`config.mk`:
```
export PLATFORM = sky130hd
export DESIGN_NAME = qspi_slave
export DESIGN_NICKNAME = d
export VERILOG_FILES = /design/src/rtl/qspi_slave.sv
export SDC_FILE = /design/constraint.sdc
export NUM_CORES = 1
export LEC_CHECK = 0
export ABC_AREA = 1
export BUFFER_PORTS_ARGS = -buffer_cell sky130_fd_sc_hd__buf_2
export CAP_MARGIN = 15
export CELL_PAD_IN_SITES_DETAIL_PLACEMENT = 0
export CELL_PAD_IN_SITES_GLOBAL_PLACEMENT = 2
export CORE_ASPECT_RATIO = 0.6
export CORE_MARGIN = 1.5
export CORE_UTILIZATION = 37
export DETAILED_ROUTE_END_ITERATION = 8
export PLACE_DENSITY = 0.95
export SYNTH_ARGS = -nofsm -noshare
export SYNTH_HDL_FRONTEND = slang
export SYNTH_SLANG_ARGS = --single-unit
```
`constraint.sdc`:
```
create_clock -name clk -period 3.2 [get_ports clk]
set_input_delay 0.32 -clock clk [delete_from_list [all_inputs] [get_ports clk]]
set_output_delay 0.32 -clock clk [all_outputs]
set_load 0.03 [all_outputs]
```
`src/rtl/qspi_slave.sv`:
```
// qspi_slave: clk-oversampled mode-0 SPI/QSPI target turning bus traffic into byte register writes and reads.
// Ports: clk, rst_n (async, active-low); qspi_type data width, latched at csn fall;
//   qspi_sck/qspi_csn/qspi_dq*_i bus inputs (async to clk); qspi_dq*_o/qspi_dq*_en bus outputs;
//   wr_vld/wr_addr/wr_dat write pulse; rd_req_vld/rd_req_addr and rd_rsp_vld/rd_rsp_dat read handshake;
//   busy while csn is low; err pulses on read underrun.
// Define QSPI_SLAVE_QUAD_EN for quad width; without it 2'b10 runs as single and dq2/dq3 stay undriven.
module qspi_slave #(
  parameter int DUMMY_CYC = 8
) (
  input  logic       clk,
  input  logic       rst_n,
  input  logic [1:0] qspi_type,
  input  logic       qspi_sck,
  input  logic       qspi_csn,
  input  logic       qspi_dq0_i,
  input  logic       qspi_dq1_i,
  input  logic       qspi_dq2_i,
  input  logic       qspi_dq3_i,
  output logic       qspi_dq0_o,
  output logic       qspi_dq1_o,
  output logic       qspi_dq2_o,
  output logic       qspi_dq3_o,
  output logic       qspi_dq0_en,
  output logic       qspi_dq1_en,
  output logic       qspi_dq2_en,
  output logic       qspi_dq3_en,
  output logic       wr_vld,
  output logic [2:0] wr_addr,
  output logic [7:0] wr_dat,
  output logic       rd_req_vld,
  output logic [2:0] rd_req_addr,
  input  logic       rd_rsp_vld,
  input  logic [7:0] rd_rsp_dat,
  output logic       busy,
  output logic       err
);
`ifdef QSPI_SLAVE_QUAD_EN
  localparam logic QUAD = 1'b1;
`else
  localparam logic QUAD = 1'b0;
`endif
  typedef enum logic [2:0] {IDLE, CMD, DUMMY, WDATA, RDATA} state_t;
  state_t state, state_nx;
  logic [2:0] sck_s, csn_s, addr, ocnt, ocnt_ld;
  logic [3:0] dq_m, dq_s, dq_o, dq_en, step, drv, drv_en, cnt;
  logic [1:0] wid;
  logic [7:0] sh, sh_in, cmd_byte, osh, src, buf_dat;
  logic buf_vld, pend, dual, quad, sck_rise, sck_fall, csn_rise, csn_fall;
  logic cmd_done, dly_done, wr_done, load;
  // bit [2] of each sync chain is the previous synchronized value, used for edge detection
  always_ff @(posedge clk or negedge rst_n)
    if (!rst_n) begin
      sck_s <= '0;
      csn_s <= '1;
      dq_m  <= '0;
      dq_s  <= '0;
    end else begin
      sck_s <= {sck_s[1:0], qspi_sck};
      csn_s <= {csn_s[1:0], qspi_csn};
      dq_m  <= {qspi_dq3_i, qspi_dq2_i, qspi_dq1_i, qspi_dq0_i};
      dq_s  <= dq_m;
    end
  always_comb begin
    sck_rise = sck_s[1] & ~sck_s[2];
    sck_fall = ~sck_s[1] & sck_s[2];
    csn_rise = csn_s[1] & ~csn_s[2];
    csn_fall = ~csn_s[1] & csn_s[2];
    dual     = wid == 2'b01;
    quad     = QUAD & (wid == 2'b10);
    step     = quad ? 4'd4 : dual ? 4'd2 : 4'd1;
    ocnt_ld  = quad ? 3'd1 : dual ? 3'd3 : 3'd7;
    cmd_byte = {sh[6:0], dq_s[0]};
    sh_in    = quad ? {sh[3:0], dq_s} : dual ? {sh[5:0], dq_s[1:0]} : cmd_byte;
    cmd_done = state == CMD && sck_rise && cnt == 4'd7;
    dly_done = state == DUMMY && sck_rise && cnt == 4'(DUMMY_CYC - 1);
    wr_done  = state == WDATA && sck_rise && cnt + step == 4'd8;
    // a new byte enters the shifter on the first falling edge of each byte slot
    load     = state == RDATA && sck_fall && ocnt == 3'd0;
    src      = load ? (buf_vld ? buf_dat : 8'hFF) : osh;
    drv      = quad ? src[7:4] : dual ? {2'b00, src[7:6]} : {2'b00, src[7], 1'b0};
    drv_en   = quad ? 4'b1111 : dual ? 4'b0011 : 4'b0010;
    state_nx = state;
    if (cmd_done) state_nx = !cmd_byte[7] ? WDATA : (DUMMY_CYC == 0) ? RDATA : DUMMY;
    if (dly_done) state_nx = RDATA;
    if (csn_fall) state_nx = CMD;
    if (csn_rise) state_nx = IDLE;
  end
  always_ff @(posedge clk or negedge rst_n)
    if (!rst_n) state <= IDLE;
    else state <= state_nx;
  always_ff @(posedge clk or negedge rst_n)
    if (!rst_n) begin
      cnt         <= '0;
      wid         <= '0;
      sh          <= '0;
      addr        <= '0;
      osh         <= '0;
      ocnt        <= '0;
      buf_vld     <= 1'b0;
      buf_dat     <= '0;
      pend        <= 1'b0;
      dq_o        <= '0;
      dq_en       <= '0;
      wr_vld      <= 1'b0;
      wr_addr     <= '0;
      wr_dat      <= '0;
      rd_req_vld  <= 1'b0;
      rd_req_addr <= '0;
      err         <= 1'b0;
    end else begin
      wr_vld     <= 1'b0;
      rd_req_vld <= 1'b0;
      err        <= 1'b0;
      if (csn_fall) begin
        cnt     <= '0;
        wid     <= qspi_type;
        ocnt    <= '0;
        buf_vld <= 1'b0;
        pend    <= 1'b0;
      end
      if (state == CMD && sck_rise) begin
        sh  <= cmd_byte;
        cnt <= cmd_done ? 4'd0 : cnt + 4'd1;
        if (cmd_done) addr <= cmd_byte[2:0];
        if (cmd_done && cmd_byte[7]) begin
          rd_req_vld  <= 1'b1;
          rd_req_addr <= cmd_byte[2:0];
          pend        <= 1'b1;
        end
      end
      if (state == DUMMY && sck_rise) cnt <= cnt + 4'd1;
      if (state == WDATA && sck_rise) begin
        sh  <= sh_in;
        cnt <= wr_done ? 4'd0 : cnt + step;
        if (wr_done) begin
          wr_vld  <= 1'b1;
          wr_addr <= addr;
          wr_dat  <= sh_in;
          addr    <= addr + 3'd1;
        end
      end
      if (state == RDATA && sck_fall) begin
        osh   <= src << step;
        ocnt  <= load ? ocnt_ld : ocnt - 3'd1;
        dq_o  <= drv;
        dq_en <= drv_en;
        if (load) begin
          err         <= ~buf_vld;
          buf_vld     <= 1'b0;
          rd_req_vld  <= 1'b1;
          rd_req_addr <= rd_req_addr + 3'd1;
          pend        <= 1'b1;
        end
      end
      // a response colliding with a load is dropped; the new request stays outstanding
      if (pend && rd_rsp_vld && !load) begin
        buf_vld <= 1'b1;
        buf_dat <= rd_rsp_dat;
        pend    <= 1'b0;
      end
      if (csn_rise) begin
        dq_o  <= '0;
        dq_en <= '0;
      end
    end
  assign busy        = ~csn_s[1];
  assign qspi_dq0_o  = dq_o[0];
  assign qspi_dq1_o  = dq_o[1];
  assign qspi_dq2_o  = QUAD & dq_o[2];
  assign qspi_dq3_o  = QUAD & dq_o[3];
  assign qspi_dq0_en = dq_en[0];
  assign qspi_dq1_en = dq_en[1];
  assign qspi_dq2_en = QUAD & dq_en[2];
  assign qspi_dq3_en = QUAD & dq_en[3];
endmodule
```
; ---- Word level (Yosys, flattened, before mapping)
; Cells that the tools add are included.
; Widths: inputs -> output; s select.
[word_totals]
regBits = 71
[classes]
n_addsub = 5
eq_ne = 7
shift = 1
n_mux = 53
bitwise_logic = 9
n_reduce_logical = 19
[op_table]
columns = operator, count
row1 = $mux 3, 16
row2 = $mux 4, 6
row3 = $mux 8, 3
row4 = $mux 1, 21
row5 = $mux 7, 2
row6 = $logic_and 1x1->1, 11
row7 = $mux 2, 5
row8 = $reduce_bool 4->1, 2
row9 = $shl 8x2->8, 1
row10 = $add 3x1->3 const B, 2
row11 = $eq 3x2->1 const B, 2
row12 = $reduce_bool 2->1, 3
row13 = $not 1->1, 5
row14 = $add 4x1->4 const B, 1
row15 = $add 4x2->4, 1
row16 = $and 1x1->1, 4
row17 = $eq 4x3->1 const B, 1
row18 = $eq 4x4->1 const B, 1
row19 = $eq 3x1->1 const B, 1
row20 = $eq 3x3->1 const B, 1
row21 = $logic_not 3->1, 1
row22 = $sub 3x1->3 const B, 1
row23 = $eq 2x1->1 const B, 1
row24 = $reduce_and 2->1, 1
row25 = $logic_not 1->1, 1

; ---- Longest topological paths before layout
; Gate-level depths: netlist of the first run.
[logic_depth]
depth_word = 10
mapped_depth = 16
mapped_depth_nobuf = 14

; ---- Worst setup path after synthesis of the first run
; OpenSTA, ideal clock, no wires.
[synth_path]
path_kind = reg-to-reg
startpoint = register wid[0]
endpoint = register wr_addr[0]
setup_ns = 0.118
arrival_time_ns = 1.848
required_ns = 3.082
slack_ns = 1.234
path_stages_with_launch = 14
path_buffers = 2
period_less_slack_ns = 1.966
path_cell_list = dfrtp_1 nand2_4 clkbuf_1 nand2_1 nand2_1 inv_1 ha_1 nor2_1 nand3_1 inv_2 nand2_4 buf_6 nand2_1 nand2_1
[synth_via]
elab_chain_len = 6
[synth_rtl]
columns = item, line_no
row1 = from (decl), 46  ; logic [1:0] wid;
row2 = from (signal assigned), 116  ; wid <= qspi_type;
row3 = $eq 2x1->1, 68  ; dual = wid == 2'b01;
row4 = $mux 2, 70  ; step = quad ? 4'd4 : dual ? 4'd2 : 4'd1;
row5 = $add 4x2->4, 76  ; wr_done = state == WDATA && sck_rise && cnt + step == 4'd8;
row6 = $eq 4x4->1, 76
row7 = $logic_and 1x1->1, 76
row8 = $reduce_and 2->1 (no line), n/a
row9 = to (signal assigned), 137  ; wr_addr <= addr;
row10 = to (decl), 28  ; output logic [2:0] wr_addr,
; Every way passes these cells.
; A chain may end at the register's enable or synchronous reset.

; ---- Final worst setup path of the first run
[layout_path]
startpoint = register wid[1]
endpoint = register addr[1]
[layout_via]
elab_chain_len = 7
[layout_rtl]
columns = item, line_no
row1 = $eq 2x1->1, 68
row2 = $mux 2, 70
row3 = $add 4x2->4, 76
row4 = $eq 4x4->1, 76
row5 = $logic_and 1x1->1, 76
row6 = $mux 3, 135  ; if (wr_done) begin
row7 = $mux 3, 132  ; if (state == WDATA && sck_rise) begin
row8 = to (signal assigned), 124  ; if (cmd_done) addr <= cmd_byte[2:0];
row9 = to (signal assigned), 139  ; addr <= addr + 3'd1;
row10 = to (decl), 44  ; logic [2:0] sck_s, csn_s, addr, ocnt, ocnt_ld;
; Every way passes these cells.

==> results.yml, run 1 <==
sta:
  hold_viol: 0
  setup_viol: 0
  fin_tns_setup_ns: 0
  tightest_slew_ns: 0.535
  hold_slack_ns: 0.0895
  finClkSkew_ns: 0.00844
  slew_viol_final: 0
  timing.final.crit_share_pct: 66.5
  period_needed_ns: 2.13
  slew_headroom_pct: 64.3
  grt_setup_unrepaired: "false"
  max_freq_ghz: 0.470
  fin_ws_ns: 1.07
clock_tree:
  cts.clk_slew.worst_paths_ns: 0.06
  cts_tree: "yes"
  clkLatencyLatePin_ns: 0.33
  clockBufferDepth: 2
  cts_post_setup_buffers_inserted: 0
  htree_levels: 3
  clockRootBuffer: "clkbuf_16"
  cts_num_sinks: 71
  cts_inserted_buffers: 9
synthesis:
  ys_warn_count: 0
  synth.avg_cell_area_sq_um: 8.48
  yosysTopAreaCellShare_pct: 49.4
  synth_flop_cell: "dfrtp_1"
  netlist_top_cells_area: "dfrtp_1 49%, nand2_1 13%, nand3_1 7.7%, inv_1 5.0%, o21ai_0 3.5%"
  synthCells: 406
  yosysMostFrequentCell: "nand2_1"
  yosysSeqAreaShare_pct: 51.7
  async_reset_ff_share_pct: 100
  ys_seq_elements: 71
  syn_area_sq_mm: 0.00344
  yosys-top-cells-count: "119 x nand2_1, 68 x dfrtp_1, 53 x nand3_1"
  ys_types: 34
  synth-edff-count: 0
  synth.largest_area_cell: "dfrtp_1"
die:
  rows: 27
  die_area_sq_mm: 0.00992
  die_w_microns: 128
  io_pins: 45
  fp.coreArea_sq_mm: 0.00912
  die_h_microns: 77.7
  initial_core_util_pct: 37.8
power:
  p_leak_uw: 0.00220
  powerDensity_mw_per_mm2: 601
  peakVddDrop_uv: 282
placement:
  post-dp-hpwl_microns: 5580
  gp_congestion: 0.772
  placedInstanceArea_sq_mm: 0.00373
  io_buffers: 38
  place_ws_ns: 1.07
global_route:
  grt_pass1_wl_microns: 12900
  grt_most_used_layer: "met1"
  grt_max_degree: 39
  gr-usage-met3_pct: 4.55
  grt_remaining_overflow: 0
  grt_usage_pct: 16.9
  met1_usage_pct: 27.0
  grt_pass1_vias: 2533
  gr-usage-met2_pct: 21.9
  antenna_found_initial: 0
finish:
  diodes: 0
  areaGrowthSynthToFinish_pct: 17.6
  final_util_pct: 44.4
  stdcell_area_sq_mm: 0.00405
  fill_cells: 922
  nets: 478
  drive_gt1_share_pct: 18.5
min_path:
  hold_path_class: "input port to flop"
critical_path:
  worst-setup-path-type: "flop to flop"
  path_max_fanout: 18
  critPathCaptureType: "flop"
  critPathArrivalTime_ns: 2.34
  cp.required_ns: 3.41
  start_kind: "flop"
route:
  wire_per_inst_microns: 13.6
  drt_iter0_markers: 150
  wirelength_microns: 7780
  dr.pass1.iters: 4
  vias: 2717
  ant_nets: 0
  drc_errors: 0
  viasPerCell: 4.76
run_status:
  status: "finished, final reports clean"
run:
  drv_cap: 0
==> area by class of cell <==
class / instances / area, sq um / area share [%]
Inverter: 52 / 195 / 4.82
Multi-Input combinational cell: 274 / 1400 / 34.5
Clock buffer: 13 / 270 / 6.67
Timing Repair Buffer: 42 / 223 / 5.50
Sequential cell: 71 / 1780 / 43.9
Clock inverter: 3 / 40.0 / 0.988
Tap cell: 116 / 145 / 3.58
==> report_power, final <==
group          total, uW  switching (uW)  leakage (uW)  internal [uW]
combinational        371             255       0.00109            116
clock               1030             364      0.000156            665
sequential          1030            64.8      0.000950            970
==> through the flow <==
step,total power (uW),instances
after floorplan,1310,409
after global placement,1410,554
after detailed placement,1420,554
after CTS,2460,571
after global routing,2570,571
final,2430,571
==> final timing paths <==
kind	start	endpoint	slack, ns	cells after the start
setup / recovery	wid[1]$_DFFE_PN0P_	addr[1]$_DFF_PN0_	1.07	10
max in group asynchronous	rst_n	csn_s[2]$_DFF_PN1_	2.00	3
setup reg to reg	wid[1]$_DFFE_PN0P_	addr[1]$_DFF_PN0_	1.07	10
hold reg to reg	sck_s[0]$_DFF_PN0_	sck_s[1]$_DFF_PN0_	0.35	0
min in group asynchronous	rst_n	wr_dat[2]$_DFFE_PN0P_	0.40	2
hold / removal	qspi_csn	csn_s[0]$_DFF_PN1_	0.09	1
==> cell families after synthesis <==
family                   synth area share (%)
buffers and inverters                    8.06
XOR/XNOR                                0.763
flip-flops                               51.7
AND/OR/NAND/NOR                          28.0
adder cells (fa/ha/maj)                  3.27
other                                   0.109
AO/OA/AOI/OAI                            8.10
==> cell usage in the layout, fill, tap and decap left out, types with 2 or more instances in the layout <==
master     instances
buf_2             38
buf_4              3
clkbuf_16          9
clkbuf_8           3
clkinv_1           2
clkinv_2           2
conb_1             4
dfrtp_1           68
dfstp_2            3
ha_1               9
inv_1             46
inv_2              4
nand2_1          119
nand2_2            4
nand2_4            2
nand3_1           53
nand3_2            4
nand4_1            3
nor2_1            19
nor2_2             5
nor2_4             2
o211ai_1           8
o21ai_0           24
o21ai_1            2
o221ai_1           5
xor2_1             2
==> layer usage <==
metal | wire length, microns | share of wire (%)
met3 | 242 | 3.1
met5 | 0 | 0
met2 | 3050 | 39
met1 | 4470 | 57
met4 | 20 | 0.26
==> flip-flops by register name, summed over array words and instances (netlist names), 2 cells and up <==
signal       count
cnt              4
dq_en            2
wr_addr          3
dq_o             2
buf_dat          8
state            3
rd_req_addr      3
addr             3
wid              2
csn_s            3
osh              8
wr_dat           8
sh               7
dq_m             2
dq_s             2
ocnt             3
sck_s            3
==> worst max-delay path, cell delays in order, from the launching register on <==
cell,delay (ns)
dfrtp_1,0.37
inv_2,0.09
nand2_4,0.14
ha_1,0.24
ha_1,0.29
nor2_1,0.14
nand3_1,0.13
inv_2,0.25
nand2_4,0.17
nand2_1,0.11
nand2_1,0.06
==> timing repair <==
item,CTS,global route
gates resized for setup,0,0
endpoints found under the hold margin,9,0
hold buffers,1,0
Note: power is estimated with default switching activity, not from simulation.
==> inputs of run 2 (changes only) <==
ABC_AREA = 0   (was 1)
CORE_UTILIZATION = 38   (was 37)
PLACE_DENSITY = 0.91   (was 0.95)
clock period = 2.2 ns   (was 3.2 ns; I/O delays follow)
==> results.yml, run 2 <==
synthesis:
  synth_flop_cell: "dfrtp_1"
  synthMuxAreaShare_pct: 14.3
  yosysTopAreaCellShare_pct: 49.4
  synthSimpleGateAreaFrac_pct: 14.3
  syn_area_sq_mm: 0.00344
  yosys-top-cells-count: "68 x dfrtp_1, 34 x nand2_1, 20 x nor2_1"
  synth-xor-area-share_pct: 0.254
  synthAdderAreaFrac_pct: 3.27
  synthCells: 313
  synth-compound-area-share_pct: 11.7
  synth.largest_area_cell: "dfrtp_1"
  ys_types: 55
  yosysMostFrequentCell: "dfrtp_1"
  synth_top_family_by_area: "multiplexers"
  ys_seq_elements: 71
  synth-edff-count: 0
  netlist_top_cells_area: "dfrtp_1 49%, mux2i_1 4.6%, mux2_1 4.2%, nand2_1 3.7%, ha_1 3.3%"
  yosysSeqAreaShare_pct: 51.7
  ys_warn_count: 0
  async_reset_ff_share_pct: 100
  synth.avg_cell_area_sq_um: 11.0
die:
  io_pins: 45
  rows: 26
  die_w_microns: 126
  initial_core_util_pct: 39.8
  die_area_sq_mm: 0.00966
  die_h_microns: 76.8
  fp.coreArea_sq_mm: 0.00865
finish:
  nets: 409
  stdcell_count: 498
  fill_cells: 800
  drive_gt1_share_pct: 29.5
  final_cell_mix: "68 x dfrtp_1, 38 x buf_2, 34 x nand2_1, 29 x buf_4, 19 x nor2_1"
  regArea_sq_mm: 0.00178
  mostFrequentLayoutCell: "dfrtp_1"
  areaGrowthSynthToFinish_pct: 24.8
  multiInputGateArea_sq_mm: 0.00156
  diodes: 0
  stdcell_area_sq_mm: 0.00430
  reg_top3: "buf_dat: 8 flops, osh: 8 flops, wr_dat: 8 flops"
route:
  viasPerCell: 5.00
  wire_per_inst_microns: 14.8
  vias: 2492
  ant_nets: 0
  drt_iter0_markers: 183
  drc_errors: 0
  dr.pass1.iters: 4
  wirelength_microns: 7390
critical_path:
  worst-setup-path-type: "flop to flop"
  regToRegStartpoint: "wid[0]$_DFFE_PN0P_"
  crit_path_max_incr_delay_ns: 0.43
  critPathTopFamily: "simple AND/OR/NAND/NOR gates"
  worstPathBufferInverterCount: 1
  start_kind: "flop"
  rrSetupSlack_ns: -0.002
  crit_end: "wr_dat[0]$_DFFE_PN0P_"
  critPathCaptureType: "flop"
  r2r_end: "wr_dat[0]$_DFFE_PN0P_"
  path_max_fanout: 6
  slowest_stage: "or4_4"
  path_cells: "nor2b_4, inv_4, ha_4, nor2_2, or4_4, a311oi_4, nand2_4, mux2_4"
  startpoint: "wid[0]$_DFFE_PN0P_"
  critPathArrivalTime_ns: 2.42
  reg2reg_depth: 8
  worst-path-stages: 8
  cp.required_ns: 2.42
clock_tree:
  cts.clk_slew.worst_paths_ns: 0.06
  clkLatencyLatePin_ns: 0.34
  clockBufferDepth: 2
  cts_num_sinks: 71
  cts_inserted_buffers: 9
  htree_levels: 3
  clockRootBuffer: "clkbuf_16"
  cts_tree: "yes"
  cts_post_setup_buffers_inserted: 0
sta:
  hold_viol: 0
  fin_ws_ns: -0.00174
  timing.final.crit_share_pct: 100
  period_needed_ns: 2.20
  slew_headroom_pct: 58.5
  max_freq_ghz: 0.454
  grt_setup_unrepaired: "true"
  finClkSkew_ns: 0.00709
  slew_viol_final: 0
  fin_tns_setup_ns: -0.00174
  tightest_slew_ns: 0.622
  setup_viol: 1
placement:
  gp_congestion: 0.771
  placedInstanceArea_sq_mm: 0.00393
  post-place-cells: 477
  io_buffers: 38
  post-dp-hpwl_microns: 5350
global_route:
  grt_usage_pct: 17.1
  grt_pass1_wl_microns: 12800
  antenna_found_initial: 0
  grt_max_degree: 44
  grt_remaining_overflow: 0
  grt_pass1_vias: 2513
run:
  drv_cap: 0
run_status:
  status: "finished, violations left"
  violations: "negative setup slack"
power:
  peakVddDrop_uv: 420
  p_leak_uw: 0.00210
  powerDensity_mw_per_mm2: 842
min_path:
  hold_path_class: "input port to flop"
run 2: cell count changes in the layout (fill, tap and decap cells not counted), sizes merged, moves of 14 or more:
cell / change
a21oi: +14
mux2i: +16
mux2: +24
nand2: -90
buf: +27
nand3: -55
inv: -37
run 2: where the power goes:
group / internal, uW / leakage (uW) / switching (uW)
clock network: 832 / 0.000138 / 575
registers: 1430 / 0.000932 / 130
logic: 295 / 0.00103 / 353
run 2: worst min-delay path by stage:
stage	from	endpoint	slack, ns	depth (start not counted)
4_1_cts	rd_rsp_dat[2]	buf_dat[2]$_DFFE_PN0P_	0.09	2
2_1_floorplan	rst_n	addr[0]$_DFF_PN0_	-0.08	0
6_report	rd_rsp_dat[2]	buf_dat[2]$_DFFE_PN0P_	0.1	2
3_5_place_dp	rst_n	wr_dat[0]$_DFFE_PN0P_	0.06	1
3_3_place_gp	rst_n	dq_m[1]$_DFF_PN0_	0.06	1
5_1_grt	rd_rsp_dat[7]	buf_dat[7]$_DFFE_PN0P_	0.1	2
run 2: through the flow:
step                hold slack (ns)  setup WS [ns]  util [%]  power (uW)
floorplan                   -0.0756         -0.194         -        1950
global placement             0.0617         -0.116      45.4        2190
detailed placement           0.0568         -0.166      45.4        2200
CTS                          0.0877       -0.00981      49.7        3650
global route                 0.0973        -0.0898      49.7        3810
finish                       0.0977       -0.00174      49.7        3620
run 2: layer usage:
| layer | vias to the layer above | routed length [microns] | GRT usage [%] |
|---|---|---|---|
| li1 | 1232 | - | - |
| met1 | 1180 | 3950 | 26.1 |
| met2 | 71 | 2860 | 22.0 |
| met3 | 9 | 472 | 5.58 |
| met4 | 0 | 109 | 5.86 |
| met5 | - | 0 | 0 |
run 2: timing repair:
action,in CTS,in global routing
pin swaps,1,0
hold buffers,5,0
setup endpoints to repair,16,15
hold endpoints to repair,20,0
gates resized for setup,6,0
run 2: area by class of cell:
| cell class | count | share of cell area, % |
|---|---|---|
| Tap cell | 112 | 3.26 |
| Clock inverter | 5 | 0.961 |
| Multi-Input combinational cell | 213 | 36.3 |
| Clock buffer | 11 | 5.88 |
| Timing Repair Buffer | 73 | 10.9 |
| Inverter | 13 | 1.25 |
| Sequential cell | 71 | 41.4 |
run 2: cell families (layout without fill, tap and decap cells):
group                    count (synthesis)  in the layout
XOR/XNOR                                 1              1
other                                    1              4
AO/OA/AOI/OAI                           63             63
buffers and inverters                   32            102
AND/OR/NAND/NOR                         94             94
adder cells (fa/ha/maj)                  9              9
multiplexers                            42             42
flip-flops                              71             71
